`config.mk`:
```
export PLATFORM = sky130hd
export DESIGN_NAME = coin_dispenser
export DESIGN_NICKNAME = d
export VERILOG_FILES = /design/src/rtl/coin_dispenser_pkg.sv /design/src/rtl/coin_dispenser_coin_select.sv /design/src/rtl/coin_dispenser.sv
export SDC_FILE = /design/constraint.sdc
export NUM_CORES = 1
export LEC_CHECK = 0
export BUFFER_PORTS_ARGS = -buffer_cell sky130_fd_sc_hd__buf_2
export CAP_MARGIN = 20
export CORE_UTILIZATION = 60
export CTS_BUF_LIST = sky130_fd_sc_hd__clkbuf_8
export DETAILED_ROUTE_END_ITERATION = 7
export PLACE_DENSITY_LB_ADDON = 0.3
export SLEW_MARGIN = 10
export SYNTH_ARGS = -nofsm -noshare
export SYNTH_HDL_FRONTEND = slang
export SYNTH_SLANG_ARGS = --single-unit
export TNS_END_PERCENT = 1
```
`constraint.sdc`:
```
create_clock -name clk -period 3 [get_ports clk]
set_clock_uncertainty 0.05 [all_clocks]
set_input_delay 0.45 -clock clk [delete_from_list [all_inputs] [get_ports clk]]
set_output_delay 0.45 -clock clk [all_outputs]
set_load 0.02 [all_outputs]
```
`src/rtl/coin_dispenser_pkg.sv`:
```
// Shared coin encoding, Q1 denomination values and the dispenser state encoding.
// Also imported by the vending FSM, so keep the coin codes in sync with it.
package coin_dispenser_pkg;

    localparam logic [1:0] COIN_0P5 = 2'b00;
    localparam logic [1:0] COIN_1   = 2'b01;
    localparam logic [1:0] COIN_5   = 2'b10;
    localparam logic [1:0] COIN_10  = 2'b11;

    localparam logic [5:0] Q1_0P5 = 6'd1;
    localparam logic [5:0] Q1_1   = 6'd2;
    localparam logic [5:0] Q1_5   = 6'd10;
    localparam logic [5:0] Q1_10  = 6'd20;

    localparam int SUM_MAX = 40;

    typedef enum logic [2:0] {
        ST_IDLE,
        ST_SELECT,
        ST_WAIT,
        ST_PULSE,
        ST_GAP,
        ST_DONE,
        ST_FAULT
    } disp_state_t;

    function automatic logic [5:0] coin_value(input logic [1:0] coin);
        logic [5:0] val;
        case (coin)
            COIN_0P5: val = Q1_0P5;
            COIN_1:   val = Q1_1;
            COIN_5:   val = Q1_5;
            default:  val = Q1_10;
        endcase
        return val;
    endfunction

endpackage

```
`src/rtl/coin_dispenser_coin_select.sv`:
```
// Greedy coin choice: the largest denomination not exceeding the remaining amount.
module coin_select
    import coin_dispenser_pkg::*;
(
    input  logic [5:0] remain,
    output logic [1:0] coin_type,
    output logic [5:0] denom
);

    // fits[k] is set when the coin with code k could be paid out without overshoot;
    // the smallest coin is the fallback, so it needs no flag.
    logic [3:1] fits;

    generate
        for (genvar gi = 1; gi < 4; gi++) begin : g_fits
            assign fits[gi] = (remain >= coin_value(2'(gi)));
        end
    endgenerate

    always_comb begin
        coin_type = COIN_0P5;
        if (fits[3])
            coin_type = COIN_10;
        else if (fits[2])
            coin_type = COIN_5;
        else if (fits[1])
            coin_type = COIN_1;
        denom = coin_value(coin_type);
    end

endmodule

```
`src/rtl/coin_dispenser.sv`:
```
// Change/refund dispenser: breaks a Q1 amount into coins and drives the ejector
// one coin at a time, reporting done, rejected requests and sticky jam faults.
module coin_dispenser #(
    parameter int SUM_MAX = coin_dispenser_pkg::SUM_MAX,
    parameter int PULSE_W = 2,
    parameter int GAP_W   = 2,
    parameter int TIMEOUT = 1000
) (
    input  logic       clk,
    input  logic       rst,
    input  logic       charge_req,
    input  logic [5:0] charge_val,
    input  logic       eject_rdy,
    output logic       eject,
    output logic [1:0] eject_val,
    output logic       busy,
    output logic       done,
    output logic       err,
    output logic       fault,
    output logic [5:0] remain
);
    import coin_dispenser_pkg::*;

    localparam int WAIT_W = $clog2(TIMEOUT + 1);
    localparam int PG_MAX = (PULSE_W > GAP_W) ? PULSE_W : GAP_W;
    localparam int CNT_W  = $clog2(PG_MAX + 1);
    localparam logic [5:0] SUM_MAX_V = 6'(SUM_MAX);

    disp_state_t       state_reg;
    logic              eject_reg;
    logic [1:0]        eject_val_reg;
    logic              busy_reg;
    logic              done_reg;
    logic              err_reg;
    logic              fault_reg;
    logic [5:0]        remain_reg;
    logic [5:0]        denom_reg;
    logic [WAIT_W-1:0] wait_cnt_reg;
    logic [CNT_W-1:0]  cnt_reg;

    logic [1:0] sel_coin;
    logic [5:0] sel_denom;

    coin_select u_coin_select (
        .remain    (remain_reg),
        .coin_type (sel_coin),
        .denom     (sel_denom)
    );

    always_ff @(posedge clk) begin
        if (rst) begin
            state_reg     <= ST_IDLE;
            eject_reg     <= 1'b0;
            eject_val_reg <= COIN_0P5;
            busy_reg      <= 1'b0;
            done_reg      <= 1'b0;
            err_reg       <= 1'b0;
            fault_reg     <= 1'b0;
            remain_reg    <= '0;
            denom_reg     <= '0;
            wait_cnt_reg  <= '0;
            cnt_reg       <= '0;
        end else begin
            done_reg <= 1'b0;
            err_reg  <= 1'b0;
            case (state_reg)
                ST_IDLE: begin
                    if (charge_req) begin
                        if (charge_val == '0) begin
                            state_reg <= ST_DONE;
                            done_reg  <= 1'b1;
                            busy_reg  <= 1'b1;
                        end else if (charge_val > SUM_MAX_V) begin
                            err_reg <= 1'b1;
                        end else begin
                            remain_reg <= charge_val;
                            busy_reg   <= 1'b1;
                            state_reg  <= ST_SELECT;
                        end
                    end
                end
                ST_SELECT: begin
                    // Coin is frozen here so eject_val cannot move during the pulse.
                    eject_val_reg <= sel_coin;
                    denom_reg     <= sel_denom;
                    wait_cnt_reg  <= '0;
                    state_reg     <= ST_WAIT;
                end
                ST_WAIT: begin
                    if (eject_rdy) begin
                        eject_reg <= 1'b1;
                        cnt_reg   <= '0;
                        state_reg <= ST_PULSE;
                    end else if (wait_cnt_reg == WAIT_W'(TIMEOUT - 1)) begin
                        fault_reg <= 1'b1;
                        state_reg <= ST_FAULT;
                    end else begin
                        wait_cnt_reg <= wait_cnt_reg + WAIT_W'(1);
                    end
                end
                ST_PULSE: begin
                    if (cnt_reg == CNT_W'(PULSE_W - 1)) begin
                        eject_reg  <= 1'b0;
                        remain_reg <= remain_reg - denom_reg;
                        cnt_reg    <= '0;
                        state_reg  <= ST_GAP;
                    end else begin
                        cnt_reg <= cnt_reg + CNT_W'(1);
                    end
                end
                ST_GAP: begin
                    if (cnt_reg == CNT_W'(GAP_W - 1)) begin
                        cnt_reg <= '0;
                        if (remain_reg == '0) begin
                            done_reg  <= 1'b1;
                            state_reg <= ST_DONE;
                        end else begin
                            state_reg <= ST_SELECT;
                        end
                    end else begin
                        cnt_reg <= cnt_reg + CNT_W'(1);
                    end
                end
                ST_DONE: begin
                    busy_reg  <= 1'b0;
                    state_reg <= ST_IDLE;
                end
                ST_FAULT: begin
                    // Jammed: hold everything until reset.
                    state_reg <= ST_FAULT;
                end
                default: begin
                    busy_reg  <= 1'b0;
                    state_reg <= ST_IDLE;
                end
            endcase
        end
    end

    a_no_underflow: assert property (@(posedge clk) disable iff (rst)
        (state_reg == ST_PULSE) |-> (denom_reg <= remain_reg));

    assign eject     = eject_reg;
    assign eject_val = eject_val_reg;
    assign busy      = busy_reg;
    assign done      = done_reg;
    assign err       = err_reg;
    assign fault     = fault_reg;
    assign remain    = remain_reg;

endmodule

```
---- Word-level counts from Yosys, hierarchy flattened ----
Index checks and enable logic that the tools add are counted.
word-level totals
  input bits .............................. 10
  logic and storage cells ................. 96
  bits in registers ....................... 34
operators by class
  reduce and logical (&&, ||, !) cells .... 18
  bitwise operators ....................... 4
  add/subtract/negate cells ............... 3
  equality and inequality tests ........... 19
  order comparisons ....................... 4
  mux-type cells .......................... 37
operator list
  operator               number
  $mux 3                 8
  $mux 6                 4
  $mux 10                2
  $pmux 10 s2            1
  $pmux 3 s6             1
  $ne 2x2->1 const B     8
  $pmux 5 s3             1
  $logic_not 6->1        2
  $pmux 6 s2             1
  $reduce_and 3->1       4
  $mux 1                 11
  $add 10x1->10 const B  1
  $eq 10x10->1 const B   1
  $reduce_and 5->1       2
  $mux 2                 4
  $reduce_bool 2->1      4
  $eq 3x2->1 const B     2
  $eq 3x3->1 const B     2
  $ge 6x2->1 const B     1
  $ge 6x4->1 const B     1
  $ge 6x5->1 const B     1
  $gt 6x6->1 const B     1
  $ne 3x3->1 const B     2
  $pmux 1 s2             3
  other kinds (13)       17

---- Logic depth before layout (Yosys ltp) ----
  word-level depth ........................ 6
  depth in mapped cells ................... 8
  mapped depth without buffers ............ 8

---- Hierarchy ----
Synthesis repeated with hierarchy kept, for this count alone.
second synthesis, totals
  cells, all modules ...................... 247
  area, all modules ....................... 2,008.2 µm²
modules (own cells, without submodules)
  module          times used  area an instance (µm²)  seq. area each (µm²)  cells an instance
  coin_dispenser  1           1,904.3                 680.7                 230
  coin_select     1           103.8                   0.0                   17

---- Least setup slack after synthesis ----
Ideal clock, no wire load.
  kind .................................... input to register
  start ................................... input port charge_val[0]
  end ..................................... register remain_reg[3], in the netlist remain[3]
  path slack .............................. 0.957 ns
  arrival ................................. 1.906 ns
  required time ........................... 2.864 ns
  setup time .............................. 0.086 ns
  stages on the path ...................... 6
  cells stage by stage .................... or3_1 -> or4_1 -> a32oi_2 -> buf_6 -> a31oi_1 -> a221oi_2
between the ends
  cells in the longest elaborated chain, start to end .. 3
ends and longest elaborated chain
  element                                               RTL line                                    source
  start: declaration                                    coin_dispenser.sv:12                        input logic [5:0] charge_val,
  $gt 6x6->1 / $logic_not 6->1 (equally long branches)  coin_dispenser.sv:73, coin_dispenser.sv:69
  $ne 2x2->1 (no line)                                  n/a
  $reduce_and 5->1 (no line) (*)                        n/a
  end signal: assignment                                coin_dispenser.sv:76                        remain_reg <= charge_val;
  end signal: assignment                                coin_dispenser.sv:104                       remain_reg <= remain_reg - denom_reg;
  end: declaration                                      coin_dispenser.sv:36                        logic [5:0] remain_reg;
Every way passes the cells marked *; elsewhere a longest branch is shown, timed or not.
A chain may end at the register's enable or synchronous reset.

---- Worst setup path after layout ----
  start ................................... input port charge_val[0]
  end ..................................... register remain_reg[4], in the netlist remain[4]
The elaborated chain is that of the path after synthesis.

==> flow_metrics.py <==
metrics = {
    "critical_path": {
        "crit_required_ns": 3.15,
        "crit_slowest_cell": "a32oi_2",
        "cp_max_fo": 11,
        "r2r.worst_path.cells": 5,
        "crit_buf_inv": 1,
        "worstPathCellList": "buf_2, or3_1, or4_1, a32oi_2, a21oi_1, a221oi_2",
        "critical-path-max-stage-delay_ns": 0.55,
        "path_class": "in2reg",
        "path_depth": 6,
        "path_delay_family": "compound AO/OA/AOI/OAI gates",
        "cp.arrival_ns": 2.29,
        "cp-start-kind": "input port",
        "cp-end-kind": "flip-flop",
    },
    "logic_synthesis": {
        "synth_edf_count": 0,
        "syn_nets": 239,
        "synth-main-ff-cell": "dfxtp_1",
        "ys_seq_area_share_pct": 34.8,
        "synthArstFlopShare_pct": 0,
        "synthesis.area_sq_um": 1840,
        "yosysUniqueCellTypes": 55,
        "syn-mean-instance-area_sq_um": 8.42,
        "synth_seq_cells": 32,
        "yosys_warnings": 0,
        "netlist_instances": 219,
    },
    "floorplanning": {
        "ioPinCount": 23,
        "fp.dieH_um": 57.4,
        "rows": 19,
        "design.core.area_sq_um": 2830,
        "start_util_pct": 65.1,
        "die_w_um": 57.4,
        "design.die.area_sq_um": 3300,
    },
    "clocking": {
        "cts.clk_slew.worst_paths_ns": 0.06,
        "cts_resized": 0,
        "ctsHtreeMaxLevel": 2,
        "clockRootBuffer": "clkbuf_8",
        "clk_latency_ns": 0.28,
        "numCtsBuffers": 5,
        "cts.path.max_buffers": 2,
        "cts_setup_buffers": 0,
        "clock-sinks": 32,
        "ctsHoldBuffers": 0,
        "cts_tree": "built",
    },
    "sta": {
        "fin_tns_setup_ns": 0,
        "finalCritPeriodShare_pct": 71.5,
        "hold_viol": 0,
        "drv_slew": 0,
        "tightest_slew_ns": 0.595,
        "rsz0062_at_grt": "false",
        "fin_crit_ns": 2.15,
        "setup_viol": 0,
        "relSlewSlack_pct": 60.4,
        "fmax_mhz": 466,
    },
    "final_layout": {
        "num_antenna_cells": 0,
        "area_delta_synth_final_pct": 9.23,
        "final_common_cell": "nor2_1",
        "drive_gt1_share_pct": 18.5,
        "layout_common_cells": "nor2_1 (40), dfxtp_1 (32), buf_2 (22)",
        "nFillCells": 237,
        "stdcell_count": 269,
        "num-nets-final": 258,
        "largest_register_ffs": 10,
    },
    "routing": {
        "routed_wl_um": 3610,
        "vias_per_cell": 5.88,
        "drc_errors": 0,
        "first_iter_violations": 74,
        "wire_per_inst_um": 13.4,
        "dr_total_vias": 1582,
        "postRouteAntennaNets": 0,
        "drt_first_pass_iters": 4,
    },
    "placement": {
        "gp_congestion": 0.806,
        "dp_hpwl_um": 2590,
        "port_buffers": 22,
        "place_inst": 262,
    },
    "hold_path": {
        "hp-class": "reg2reg",
        "hold_path_depth": 2,
    },
    "global_routing": {
        "grt_use_met2_pct": 39.0,
        "grt_pass1_vias": 1376,
        "grt_max_degree": 26,
        "use_met3_pct": 7.48,
        "busiest_layer": "met2",
        "global_route.overflow_total": 0,
        "use_met1_pct": 31.8,
        "grt_first_pass_wirelength_um": 6140,
        "antenna_found_initial": 0,
        "grtUsageTotal_pct": 24.5,
    },
    "power_and_ir_drop": {
        "power_uw": 1350,
        "ir_drop_uv": 398,
        "p_leak_uw": 0.000824,
        "powerDensity_nw_per_um2": 668,
    },
    "outcome": {
        "status": "finished clean",
    },
    "job": {
        "maxCapViolCount": 0,
    },
}
==> final timing paths <==
path / to / slack, ns / startpoint
setup / recovery: remain[4] / 0.85 / charge_val[0]
hold / removal: cnt_reg[1] / 0.39 / cnt_reg[1]
setup reg to reg: remain[4] / 0.88 / state_reg[0]
hold reg to reg: cnt_reg[1] / 0.39 / cnt_reg[1]
==> power breakdown <==
part           switching [uW]  internal [uW]
Clock                     152            204
Sequential               68.1            473
Combinational             263            186
Total                     483            862
==> Yosys cell counts, types with 4 or more instances <==
library cell / count / share of area (%)
nor2_1: 40 / 8.1
dfxtp_1: 32 / 35
nand2_1: 15 / 3.1
inv_1: 13 / 2.6
a21oi_1: 12 / 3.3
ha_1: 9 / 6.1
a211oi_1: 7 / 2.9
xor2_1: 6 / 2.9
a31oi_1: 5 / 1.7
clkbuf_1: 5 / 1.0
nand4_1: 5 / 1.7
nor2b_1: 4 / 1.4
o21ai_0: 4 / 1.1
==> cell type report <==
class | count | area (sq um) | area share, %
flip-flops and latches | 32 | 641 | 31.8
repair buffers | 24 | 125 | 6.22
multi-input cells | 162 | 1060 | 52.8
clock buffers | 7 | 96.3 | 4.79
inverters | 13 | 48.8 | 2.42
well taps | 31 | 38.8 | 1.93
==> layer usage <==
metal  up-vias  part of all wire (%)
met3         7                   5.0
li1        816                     -
met1       717                    47
met2        42                    46
met5         -                     0
met4         0                   1.3
==> cell families (layout without fill, tap and decap cells) <==
logic type | count (synthesis) | in the layout | synth area share, %
and+or+nand+nor | 89 | 89 | 23.6
AOI/OAI and AO/OA | 51 | 51 | 21.0
DFF | 32 | 32 | 34.8
buffers and inverters | 25 | 44 | 7.54
adders and majority gates | 10 | 10 | 7.20
xor gates and xnor gates | 9 | 9 | 4.28
muxes | 3 | 3 | 1.63
==> metrics by stage <==
step,hold WS (ns),utilization (%),setup WS [ns],cell area [sq um]
5_1_grt,0.412,71.2,0.712,2010
3_5_place_dp,0.380,67.8,0.562,1920
2_1_floorplan,0.362,-,0.957,1840
4_1_cts,0.389,71.2,0.856,2010
6_report,0.387,71.2,0.854,2010
3_3_place_gp,0.370,67.8,0.628,1920
==> worst min-delay path, stage by stage (launching register included) <==
cell     delay (ns)
dfxtp_1        0.31
nand2_1        0.05
a21oi_1        0.03
(Power assumes the default switching activity.)
